[src/rtl/logic_unit_pipe.sv]
// ---------------------------------------------------------------------------
// logic_unit_pipe
//   Pipelined bitwise logic unit. Each accepted transaction selects one of
//   eight bitwise functions of in_a/in_b. The result and its zero and parity
//   flags travel together through a LATENCY-deep valid/ready pipeline that
//   supports full backpressure. A free-running counter tracks completed
//   output handshakes.
//
// Parameters
//   WIDTH    operand/result width (>=1)
//   LATENCY  pipeline depth from input accept to output valid (1..4)
//   CNT_W    width of the transaction counter (wraps silently)
//
// Ports
//   clk, rst               clock, synchronous active-high reset
//   in_valid/in_ready      input handshake; in_a, in_b, in_op sampled on it
//   out_valid/out_ready    output handshake
//   out_data               result
//   out_zero/out_parity    result == 0 / XOR-reduction of result
//   txn_count              number of completed output handshakes
// ---------------------------------------------------------------------------
module logic_unit_pipe #(
  parameter int WIDTH   = 8,
  parameter int LATENCY = 2,
  parameter int CNT_W   = 16
) (
  input  logic             clk,
  input  logic             rst,
  input  logic             in_valid,
  output logic             in_ready,
  input  logic [WIDTH-1:0] in_a,
  input  logic [WIDTH-1:0] in_b,
  input  logic [2:0]       in_op,
  output logic             out_valid,
  input  logic             out_ready,
  output logic [WIDTH-1:0] out_data,
  output logic             out_zero,
  output logic             out_parity,
  output logic [CNT_W-1:0] txn_count
);

  // Payload layout: {parity, zero, data}
  localparam int PW = WIDTH + 2;

  generate
    if (LATENCY < 1 || LATENCY > 4) begin : g_bad_latency
      $error("logic_unit_pipe: LATENCY must be in 1..4");
    end
  endgenerate

  function automatic logic [WIDTH-1:0] logic_op(input logic [2:0]       op,
                                                input logic [WIDTH-1:0] a,
                                                input logic [WIDTH-1:0] b);
    logic [WIDTH-1:0] r;
    case (op)
      3'd0:    r = a & b;
      3'd1:    r = a | b;
      3'd2:    r = ~(a & b);
      3'd3:    r = ~(a | b);
      3'd4:    r = a ^ b;
      3'd5:    r = ~(a ^ b);
      3'd6:    r = ~a;
      default: r = a;
    endcase
    return r;
  endfunction

  function automatic logic [PW-1:0] pack_result(input logic [WIDTH-1:0] r);
    return {^r, (r == '0), r};
  endfunction

  logic [LATENCY-1:0] vld_p;
  logic [LATENCY-1:0] adv_p;
  logic [PW-1:0]      pay_p [LATENCY];
  logic [PW-1:0]      pay_in;
  logic               accept;
  logic               emit;

  // A stage may move forward when any stage downstream of it holds a bubble,
  // or when the consumer takes the head. Scanning from the output end keeps
  // this a simple prefix without a combinational chain on adv_p itself.
  always_comb begin : advance_calc
    logic space;
    adv_p = '0;
    space = out_ready;
    for (int k = LATENCY - 1; k >= 0; k--) begin
      adv_p[k] = vld_p[k] && space;
      space    = space || !vld_p[k];
    end
  end

  assign in_ready = !vld_p[0] || adv_p[0];
  assign accept   = in_valid && in_ready;
  assign emit     = vld_p[LATENCY-1] && out_ready;
  assign pay_in   = pack_result(logic_op(in_op, in_a, in_b));

  // Stage 0: capture the computed result and flags on an input handshake
  always_ff @(posedge clk) begin
    if (rst) begin
      vld_p[0] <= 1'b0;
    end else if (accept) begin
      vld_p[0] <= 1'b1;
    end else if (adv_p[0]) begin
      vld_p[0] <= 1'b0;
    end
  end

  always_ff @(posedge clk) begin
    if (accept) begin
      pay_p[0] <= pay_in;
    end
  end

  // Stages 1..LATENCY-1: shift forward when the upstream stage advances
  generate
    for (genvar k = 1; k < LATENCY; k++) begin : g_stage
      always_ff @(posedge clk) begin
        if (rst) begin
          vld_p[k] <= 1'b0;
        end else if (adv_p[k-1]) begin
          vld_p[k] <= 1'b1;
        end else if (adv_p[k]) begin
          vld_p[k] <= 1'b0;
        end
      end

      always_ff @(posedge clk) begin
        if (adv_p[k-1]) begin
          pay_p[k] <= pay_p[k-1];
        end
      end
    end
  endgenerate

  // Output: payload registers are not reset, so the head is gated with its
  // valid bit to present zeros while the pipeline is empty.
  logic [PW-1:0] head;
  assign head       = vld_p[LATENCY-1] ? pay_p[LATENCY-1] : '0;
  assign out_valid  = vld_p[LATENCY-1];
  assign out_data   = head[WIDTH-1:0];
  assign out_zero   = head[WIDTH];
  assign out_parity = head[WIDTH+1];

  always_ff @(posedge clk) begin
    if (rst) begin
      txn_count <= '0;
    end else if (emit) begin
      txn_count <= txn_count + CNT_W'(1);
    end
  end

endmodule
[config.mk]
export PLATFORM = sky130hd
export DESIGN_NAME = logic_unit_pipe
export DESIGN_NICKNAME = d
export VERILOG_FILES = /design/src/rtl/logic_unit_pipe.sv
export SDC_FILE = /design/constraint.sdc
export NUM_CORES = 1
export LEC_CHECK = 0
export BUFFER_PORTS_ARGS = -buffer_cell sky130_fd_sc_hd__buf_4
export CORE_ASPECT_RATIO = 0.6
export CORE_MARGIN = 1
export CORE_UTILIZATION = 45
export DETAILED_ROUTE_END_ITERATION = 6
export PLACE_DENSITY = 0.74
export SLEW_MARGIN = 20
export SYNTH_ARGS = -nofsm -noshare
export SYNTH_HDL_FRONTEND = slang
export SYNTH_SLANG_ARGS = --single-unit
[constraint.sdc]
create_clock -name clk -period 5.7 [get_ports clk]
set_clock_uncertainty 0.2 [all_clocks]
set_input_delay 0.285 -clock clk [delete_from_list [all_inputs] [get_ports clk]]
set_output_delay 0.285 -clock clk [all_outputs]
set_load 0.02 [all_outputs]
---- Word level (Yosys, flattened, before mapping) ----
Memory sizes are Yosys's and may differ from the RTL's.
Cells that the tools add are included.
word-level totals
  register bits ........................... 18
  output and inout bits ................... 28
  bits in writable memories ............... 20
  memories ................................ 1
memories
  name   depth  bits a word  rd ports  clocked after memory_dff  wr ports  RTL line  source
  pay_p  2      10           2         0                         2         74        logic [PW-1:0] pay_p [LATENCY];
cells by class
  reductions and logical operators ........ 12
  $add $sub $neg .......................... 1
  equality and inequality tests ........... 6
  bitwise gates (word level) .............. 7
  multiplexer cells ....................... 10
operators by type and width
  cell                                                                   number
  8-bit one-hot mux with 7 select lines                                  1
  8-bit inverter                                                         4
  16-bit by 1-bit adder with 16-bit output, second input constant        1
  10-bit two-way mux                                                     1
  3-bit equality test, second input constant                             3
  8-bit AND                                                              1
  8-bit logical NOT                                                      1
  1-bit two-way mux                                                      8
  8-bit bitwise OR                                                       1
  8-bit parity                                                           1
  8-bit bitwise XOR                                                      1
  3-bit by 2-bit equality test with 1-bit output, second input constant  2
  2-bit nonzero test                                                     2
  3-bit by 1-bit equality test with 1-bit output, second input constant  1
  1-bit logical AND                                                      3
  3-bit logical NOT                                                      1
  1-bit logical NOT                                                      2
  1-bit logical OR                                                       2

---- Depth between registers and ports, before layout ----
Gate-level depths: netlist of run 1.
  depth in word-level cells ............... 7
  depth in mapped cells ................... 9
  gate-level depth less buffers ........... 9

---- Worst setup path before layout of run 1 ----
No wires, ideal clock.
  kind .................................... input port to flip-flop
  start ................................... input in_op[2]
  end ..................................... memory pay_p[0][9] in the netlist's numbering (data pin)
  data required time ...................... 5240 ps
  setup slack ............................. 3525 ps
  arrival time ............................ 1715 ps
  library setup time ...................... 260 ps
  cell stages on the path ................. 6
  path buffers ............................ 2
  cells stage by stage .................... buf_2 clkbuf_1 mux2_2 ha_1 xor2_1 xnor2_1
RTL lines
  what         RTL line  source
  from (decl)  33        input logic [2:0] in_op,
  to (decl)    74

---- Worst setup path after layout of run 1 ----
  start ................................... register vld_p[1] (netlist: out_valid)
  end ..................................... register txn_count[15]
on the way
  longest elaborated chain between the ends .. 1
RTL lines
  what                               RTL line  source
  from (decl)                        72        logic [LATENCY-1:0] vld_p;
  from (signal, indexed assignment)  119       vld_p[k] <= 1'b0;
  from (signal, indexed assignment)  121       vld_p[k] <= 1'b1;
  from (signal, indexed assignment)  123       vld_p[k] <= 1'b0;
  1-bit logical AND                  94        assign emit = vld_p[LATENCY-1] && out_ready;
  to (signal assigned)               148       txn_count <= txn_count + CNT_W'(1);
  to (decl)                          39        output logic [CNT_W-1:0] txn_count
No other way between the ends.
A chain may end at the register's enable or synchronous reset.

==> key figures, run 1 <==
Route
  – Wire length per cell after detailed routing: 12.4 um
  – Routed wire length: 4.69 mm
  – Final antenna-violating net count: 0
  – Detailed-route vias per instance: 4.95
  – DRC violations left: 4
  – Via Count: 1870
  – Number of DRC violations after detailed-routing iteration 0: 124
  – First-pass iteration count of the detailed router: 6

Power
  – Highest ir drop seen on vdd: 0.0959 mV
  – Leak pwr: 1.30 nW
  – Power density over the cells: 214 mW/mm2

Job
  – Number of max-cap violations: 0

Floorplan
  – Initial cell density of the core: 0.479
  – Area inside the core boundary: 0.00520 mm2
  – Number of rows created at floorplan: 20
  – Number of I/O pins: 51
  – Die Area: 0.00585 mm2
  – Die W: 98.1 um
  – Chip height: 59.6 um

Global route
  – Number of global-route vias before repair: 1652
  – First-pass GRT wire length: 7.82 mm
  – GR Util All Layers: 0.172
  – Maximum number of pins on one net before global-route repair: 40
  – Initial antenna violation count: 0
  – Met2 usage: 0.248
  – Overflow left after global routing: 0
  – Met3 GRT Util: 0.0472
  – GR Layer Usage met1: 0.254
  – Layer carrying the most global-route usage: met1

Setup path
  – R2R Setup Slk: 3480 ps
  – Reg2Reg Capture Point: txn_count[15]
  – Maximum net fanout on the critical path: 18
  – Setup crit end kind: flop
  – Crit Reg-Reg Startpoint: out_valid
  – Startpoint type of the worst setup path: flop
  – Required time of the critical path: 5670 ps
  – R2R cell count: 4
  – Signal arrival time at the worst endpoint: 2200 ps
  – Kind of critical path: reg2reg

Clock network
  – CTS Hold Bufs: 0
  – Number of buffers inserted to repair setup after CTS: 0
  – Maximum count of clock buffers along a single path: 2
  – Deepest level of the CTS H-tree: 2
  – Gates resized, CTS repair: 0
  – Clock tree root buffer cell: sky130_fd_sc_hd__clkbuf_8
  – Clock Pin Slew Worst Setup and Hold Paths: 80 ps
  – Clock tree from TritonCTS: done
  – Total clock buffers created by CTS: 5
  – Number of sinks handled by clock tree synthesis: 38
  – Clk Latency, worst-skew pair: 290 ps

Timing
  – Min Clock Period, post-route: 2220 ps
  – Share of the cycle needed by the critical path after routing: 0.390
  – Number of endpoints failing setup at the final stage: 0
  – Max Fclk: 450 MHz
  – Number of max-slew violations in the final report: 0
  – Worst Tran Pin Value: 770 ps
  – Setup repair after global routing missed its margin: false
  – Setup WS post-layout: 3480 ps
  – Relative slew margins: 0.486
  – Final hold violation count: 0
  – Total negative setup slack: 0 ps

Yosys
  – Post-synth net total: 311
  – Count of cell types in the netlist: 43
  – Mapped Area: 0.00249 mm2
  – Register area share after synthesis: 0.386
  – Syn Area/Cell: 9.33 um2
  – Fraction of synthesized cell area taken by the top area cell type: 0.241
  – Number of instances in the synthesized netlist: 267
  – Number of flops mapped to enable cells by yosys: 20
  – Most common cell in the netlist: sky130_fd_sc_hd__nor2_1
  – Share of flip-flops with an asynchronous set or reset after synthesis: 0
  – Synthesis warning total: 0
  – Top cell type by total area after synthesis: sky130_fd_sc_hd__edfxtp_1
  – Top cell types by occurrence after synthesis: sky130_fd_sc_hd__nor2_1 (24), sky130_fd_sc_hd__inv_1 (22), sky130_fd_sc_hd__ha_1 (21)
  – Number of register bits inferred by synthesis: 38
  – Top cells by area in the synthesized netlist: sky130_fd_sc_hd__edfxtp_1 (24%), sky130_fd_sc_hd__dfxtp_1 (14%), sky130_fd_sc_hd__ha_1 (11%), sky130_fd_sc_hd__xnor2_1 (6.7%), sky130_fd_sc_hd__mux2_2 (3.6%)
  – Main flop type after synthesis: sky130_fd_sc_hd__edfxtp_1

Layout
  – Ant. Diodes: 0
  – Proportion of layout cells with a drive suffix above 1: 0.228
  – Synthesis-to-layout area growth: 19.9%
  – Net count reported at finish: 355
  – Fill cell instance count of the final layout: 458

Hold path
  – Cell depth of the worst hold path: 3
  – Path type of the worst min-delay path: in2reg
  – Hold EP: vld_p[0]
  – Launch instance of the worst min-delay path: in_valid

Outcome
  – Failing checks: design-rule violations
  – Outcome: complete, but fails checks

Placement
  – Worst slack at placement: 3320 ps
  – I/O Buffers: 50
  – Final weighted congestion in routability-driven placement: 0.772
  – Detailed Place HPWL: 3.61 mm
[logic make-up after synthesis]
| logic type | count (synthesis) | synth area share |
|---|---|---|
| AND/OR/NAND/NOR | 98 | 0.216 |
| adder cells (fa/ha/maj) | 21 | 0.105 |
| flip-flops | 38 | 0.386 |
| AO/OA/AOI/OAI | 35 | 0.0853 |
| multiplexers | 14 | 0.0602 |
| buffers and inverters | 35 | 0.0562 |
| XOR/XNOR | 26 | 0.0914 |
[layer usage]
metal  wire length [um]  vias up
met5                  0        -
met4                  0        0
met3                223        0
met2               1930       42
met1               2530      832
li1                   -      996
[layout by cell type, fill, tap and decap left out, types with 2 or more instances in the layout]
cell type / instances
sky130_fd_sc_hd__nor2b_1: 7
sky130_fd_sc_hd__dfxtp_1: 18
sky130_fd_sc_hd__nor2_1: 24
sky130_fd_sc_hd__nor3_1: 7
sky130_fd_sc_hd__ha_1: 21
sky130_fd_sc_hd__edfxtp_1: 20
sky130_fd_sc_hd__and2_1: 13
sky130_fd_sc_hd__mux2_2: 8
sky130_fd_sc_hd__nand3_1: 6
sky130_fd_sc_hd__nor4_1: 3
sky130_fd_sc_hd__a21boi_0: 2
sky130_fd_sc_hd__xnor2_1: 19
sky130_fd_sc_hd__and4_1: 2
sky130_fd_sc_hd__o21ai_0: 12
sky130_fd_sc_hd__a21oi_1: 10
sky130_fd_sc_hd__and3_1: 2
sky130_fd_sc_hd__xor2_1: 7
sky130_fd_sc_hd__clkbuf_8: 6
sky130_fd_sc_hd__nand3b_1: 2
sky130_fd_sc_hd__nand4_1: 2
sky130_fd_sc_hd__buf_4: 50
sky130_fd_sc_hd__nor3b_1: 3
sky130_fd_sc_hd__o22ai_1: 3
sky130_fd_sc_hd__mux2i_1: 6
sky130_fd_sc_hd__inv_1: 22
sky130_fd_sc_hd__nand2_1: 19
[registers in the layout, summed over array words and instances, names as in the netlist]
name	count
pay_p	20
vld_p	1
txn_count	16
out_valid	1
[per-stage QoR]
stage / total power [mW] / hold slack [ps] / instances / area (um2) / util
after floorplan: 0.418 / 200 / 267 / 2490 / -
after global placement: 0.452 / 201 / 370 / 2890 / 0.556
after detailed placement: 0.457 / 210 / 370 / 2890 / 0.556
after CTS: 0.644 / 6.20 / 378 / 2990 / 0.574
after global routing: 0.676 / 49.0 / 378 / 2990 / 0.574
final: 0.638 / 15.5 / 378 / 2990 / 0.574
[how the worst max path moves through the flow]
| stage | slack, ps | start | endpoint |
|---|---|---|---|
| CTS | 3470 | out_valid | txn_count[15] |
| global route | 3320 | out_valid | txn_count[15] |
| finish | 3480 | out_valid | txn_count[15] |
| detailed placement | 3320 | in_a[5] | pay_p[0][9] |
| floorplan | 3530 | in_op[2] | pay_p[0][9] |
| global placement | 3360 | in_op[0] | pay_p[0][9] |
[worst max-delay path, cell delays in order (launching register included)]
cell	delay (ps)
sky130_fd_sc_hd__dfxtp_1	640
sky130_fd_sc_hd__nand3_2	230
sky130_fd_sc_hd__nor4_4	440
sky130_fd_sc_hd__nor3b_2	250
sky130_fd_sc_hd__mux2_2	350
[layout make-up]
| type | count | area [um2] | share of cell area |
|---|---|---|---|
| Multi-Input combinational cell | 194 | 1390 | 0.466 |
| Sequential cell | 38 | 961 | 0.322 |
| Timing Repair Buffer | 50 | 375 | 0.126 |
| Clock buffer | 6 | 82.6 | 0.0276 |
| Inverter | 22 | 82.6 | 0.0276 |
| Tap cell | 66 | 82.6 | 0.0276 |
| Clock inverter | 2 | 12.5 | 0.00419 |
[report_power, final]
part / switching [mW] / internal, mW
combinational: 0.0688 / 0.0634
sequential: 0.00657 / 0.312
clock: 0.0902 / 0.0971
Note: power is estimated with default switching activity, not from simulation.
==> run 2, diff against run 1 <==
==> constraint.sdc (replaced) <==
create_clock -name clk -period 2.2 [get_ports clk]
set_clock_uncertainty 0.2 [all_clocks]
set_input_delay 0.11 -clock clk [delete_from_list [all_inputs] [get_ports clk]]
set_output_delay 0.11 -clock clk [all_outputs]
set_load 0.02 [all_outputs]
==> run 2 against run 1 <==
Net effect:
- the run still ends with design-rule violations left
- routed wire length increased by 0.81%
- combinational power increased to 2.7 times the previous value
- register-to-register slack got worse by 3200 ps
- critical endpoint unchanged
- largest power group unchanged
==> key figures, run 2 (synthesis results as in run 1) <==
Global route
  – Overflow left after global routing: 0 (unchanged)
  – GR Util All Layers: 0.176 (was 0.172)
  – First-pass GRT wire length: 7.88 mm (was 7.82 mm)
  – GR Layer Usage met1: 0.242 (was 0.254)
  – Layer carrying the most global-route usage: met2 (was met1)
  – Number of global-route vias before repair: 1733 (was 1652)
  – Met2 usage: 0.269 (was 0.248)
  – Initial antenna violation count: 0 (unchanged)
  – Met3 GRT Util: 0.0460 (was 0.0472)
  – Maximum number of pins on one net before global-route repair: 30 (was 40)

Setup path
  – R2R Setup Slk: 260 ps (was 3480 ps)
  – Capture point of the worst path: txn_count[15] (unchanged)
  – CP max stage cell: sky130_fd_sc_hd__dfxtp_1 (unchanged)
  – CP startpoint: txn_count[4] (was out_valid)
  – Reg2Reg Capture Point: txn_count[15] (unchanged)
  – Startpoint type of the worst setup path: flop (unchanged)
  – R2R cell count: 4 (unchanged)
  – Crit Reg-Reg Startpoint: txn_count[4] (was out_valid)
  – Number of logic stages on the critical path including buffering: 4 (unchanged)
  – Signal arrival time at the worst endpoint: 1920 ps (was 2200 ps)
  – Setup crit end kind: flop (unchanged)
  – CP max stage delay: 440 ps (was 640 ps)
  – Required time of the critical path: 2180 ps (was 5670 ps)
  – Crit-path cells: nand4_2 > nor4_4 > nor3b_2 > mux2_2 (was nand3_2 > nor4_4 > nor3b_2 > mux2_2)
  – Cell family contributing the most delay on the critical path: simple AND/OR/NAND/NOR gates (unchanged)
  – Maximum net fanout on the critical path: 6 (was 18)
  – Kind of critical path: reg2reg (unchanged)
  – Crit path buf inv count: 0 (unchanged)

Floorplan
  – Initial cell density of the core: 0.479 (unchanged)
  – Chip height: 59.6 um (unchanged)
  – Number of I/O pins: 51 (unchanged)
  – Die W: 98.1 um (unchanged)
  – Number of rows created at floorplan: 20 (unchanged)
  – Die Area: 0.00585 mm2 (unchanged)
  – Area inside the core boundary: 0.00520 mm2 (unchanged)

Timing
  – Number of endpoints failing setup at the final stage: 0 (unchanged)
  – Min Clock Period, post-route: 1940 ps (was 2220 ps)
  – Final hold violation count: 0 (unchanged)
  – Max Fclk: 516 MHz (was 450 MHz)
  – Relative slew margins: 0.482 (was 0.486)
  – Total negative setup slack: 0 ps (unchanged)
  – Number of max-slew violations in the final report: 0 (unchanged)
  – Share of the cycle needed by the critical path after routing: 0.880 (was 0.390)
  – Worst Tran Pin Value: 776 ps (was 770 ps)
  – Setup repair after global routing missed its margin: false (unchanged)

Power
  – Part of the power in registers: 0.504 (was 0.499)
  – Combinational group share of total power: 0.219 (was 0.207)
  – Net Switching: 0.435 mW (was 0.166 mW)
  – Fraction of power spent switching nets: 0.266 (was 0.259)
  – Design internal power: 1.20 mW (was 0.473 mW)
  – Highest ir drop seen on vdd: 0.176 mV (was 0.0959 mV)
  – Power density over the cells: 532 mW/mm2 (was 214 mW/mm2)
  – PnR Total Power: 1.63 mW (was 0.638 mW)
  – Leak pwr: 1.35 nW (was 1.30 nW)
  – Portion of total power attributed to the clock network: 0.276 (was 0.293)

Layout
  – Proportion of layout cells with a drive suffix above 1: 0.235 (was 0.228)
  – Largest regs: pay_p (20), txn_count (16) (unchanged)
  – Ant. Diodes: 0 (unchanged)
  – Final cell area excluding filler cells: 0.00307 mm2 (was 0.00299 mm2)
  – Synthesis-to-layout area growth: 23.3% (was 19.9%)
  – Most common cell after layout, fill and taps aside: sky130_fd_sc_hd__buf_4 (unchanged)
  – Sequential cell area: 961 um2 (unchanged)
  – Leading cell types in the layout, fill and taps excluded: sky130_fd_sc_hd__buf_4 (56), sky130_fd_sc_hd__nor2_1 (24), sky130_fd_sc_hd__inv_1 (22), sky130_fd_sc_hd__ha_1 (21), sky130_fd_sc_hd__edfxtp_1 (20) (was sky130_fd_sc_hd__buf_4 (50), sky130_fd_sc_hd__nor2_1 (24), sky130_fd_sc_hd__inv_1 (22), sky130_fd_sc_hd__ha_1 (21), sky130_fd_sc_hd__edfxtp_1 (20))
  – Number of flip-flops under the largest register name: 20 (unchanged)
  – Fill cell instance count of the final layout: 437 (was 458)
  – Multi-input gate area: 0.00139 mm2 (unchanged)
  – Register with the highest flop count: pay_p (unchanged)
  – Net count reported at finish: 366 (was 355)

Job
  – Number of max-cap violations: 0 (unchanged)

Placement
  – Area after detailed placement: 0.00294 mm2 (was 0.00289 mm2)
  – Detailed Place HPWL: 3.64 mm (was 3.61 mm)
  – Final weighted congestion in routability-driven placement: 0.774 (was 0.772)
  – I/O Buffers: 50 (unchanged)

Clock network
  – Clock Pin Slew Worst Setup and Hold Paths: 70 ps (was 80 ps)
  – CTS Hold Bufs: 5 (was 0)
  – Maximum count of clock buffers along a single path: 2 (unchanged)
  – Deepest level of the CTS H-tree: 2 (unchanged)
  – Total clock buffers created by CTS: 5 (unchanged)
  – Gates resized, CTS repair: 0 (unchanged)
  – Clock tree root buffer cell: sky130_fd_sc_hd__clkbuf_8 (unchanged)
  – Number of buffers inserted to repair setup after CTS: 0 (unchanged)
  – Clock tree from TritonCTS: done (unchanged)
  – Number of sinks handled by clock tree synthesis: 38 (unchanged)
  – Clk Latency, worst-skew pair: 290 ps (about the same)

Route
  – Detailed-route vias per instance: 4.98 (was 4.95)
  – Via Count: 1936 (was 1870)
  – Wire length per cell after detailed routing: 12.1 um (was 12.4 um)
  – Routed wire length: 4.72 mm (was 4.69 mm)
  – First-pass iteration count of the detailed router: 6 (unchanged)
  – DRC violations left: 4 (unchanged)
  – Final antenna-violating net count: 0 (unchanged)
  – Number of DRC violations after detailed-routing iteration 0: 68 (was 124)

Hold path
  – Path type of the worst min-delay path: in2reg (unchanged)

Outcome
  – Failing checks: design-rule violations (unchanged)
  – Outcome: complete, but fails checks (unchanged)
run 2: routing by layer:
layer / vias up / wire (um)
li1: 1016 / -
met1: 862 / 2570
met2: 52 / 1850
met3: 6 / 231
met4: 0 / 66
met5: - / 0
run 2: layout make-up:
| type | count | share of cell area |
|---|---|---|
| Inverter | 22 | 0.0269 |
| Tap cell | 66 | 0.0269 |
| Multi-Input combinational cell | 194 | 0.453 |
| Clock inverter | 3 | 0.00529 |
| Timing Repair Buffer | 61 | 0.153 |
| Sequential cell | 38 | 0.313 |
| Clock buffer | 5 | 0.0224 |
run 2: power by group through the flow:
stage	combinational (mW)	clock (mW)	sequential (mW)
after floorplan	0.247	0	0.835
after global placement	0.340	0	0.840
after detailed placement	0.352	0	0.840
after CTS	0.360	0.469	0.824
after global routing	0.404	0.487	0.829
final	0.358	0.451	0.824
run 2: how the worst min path moves through the flow:
stage | start | endpoint | slack (ps) | cells past startpoint
final | in_op[2] | pay_p[0][0] | 100 | 3
after global routing | in_a[5] | pay_p[0][5] | 130 | 4
after CTS | in_op[2] | pay_p[0][0] | 70 | 3
after detailed placement | in_valid | vld_p[0] | 140 | 3
after global placement | in_valid | vld_p[0] | 130 | 3
after floorplan | in_valid | vld_p[0] | 30 | 2
run 2: worst reg2reg max path: stages, from the launching register on:
cell	delay [ps]
sky130_fd_sc_hd__dfxtp_1	440
sky130_fd_sc_hd__nand4_2	240
sky130_fd_sc_hd__nor4_4	370
sky130_fd_sc_hd__nor3b_2	230
sky130_fd_sc_hd__mux2_2	340
run 2: stage by stage:
| step | util | cells | hold slack, ps | setup WS (ps) |
|---|---|---|---|---|
| final | 0.590 | 389 | 95.9 | 264 |
| after floorplan | - | 267 | 27.4 | 200 |
| after global placement | 0.564 | 376 | 129 | 37.1 |
| after CTS | 0.590 | 389 | 74.8 | 266 |
| after global routing | 0.590 | 389 | 129 | 163 |
| after detailed placement | 0.564 | 376 | 142 | -16.2 |
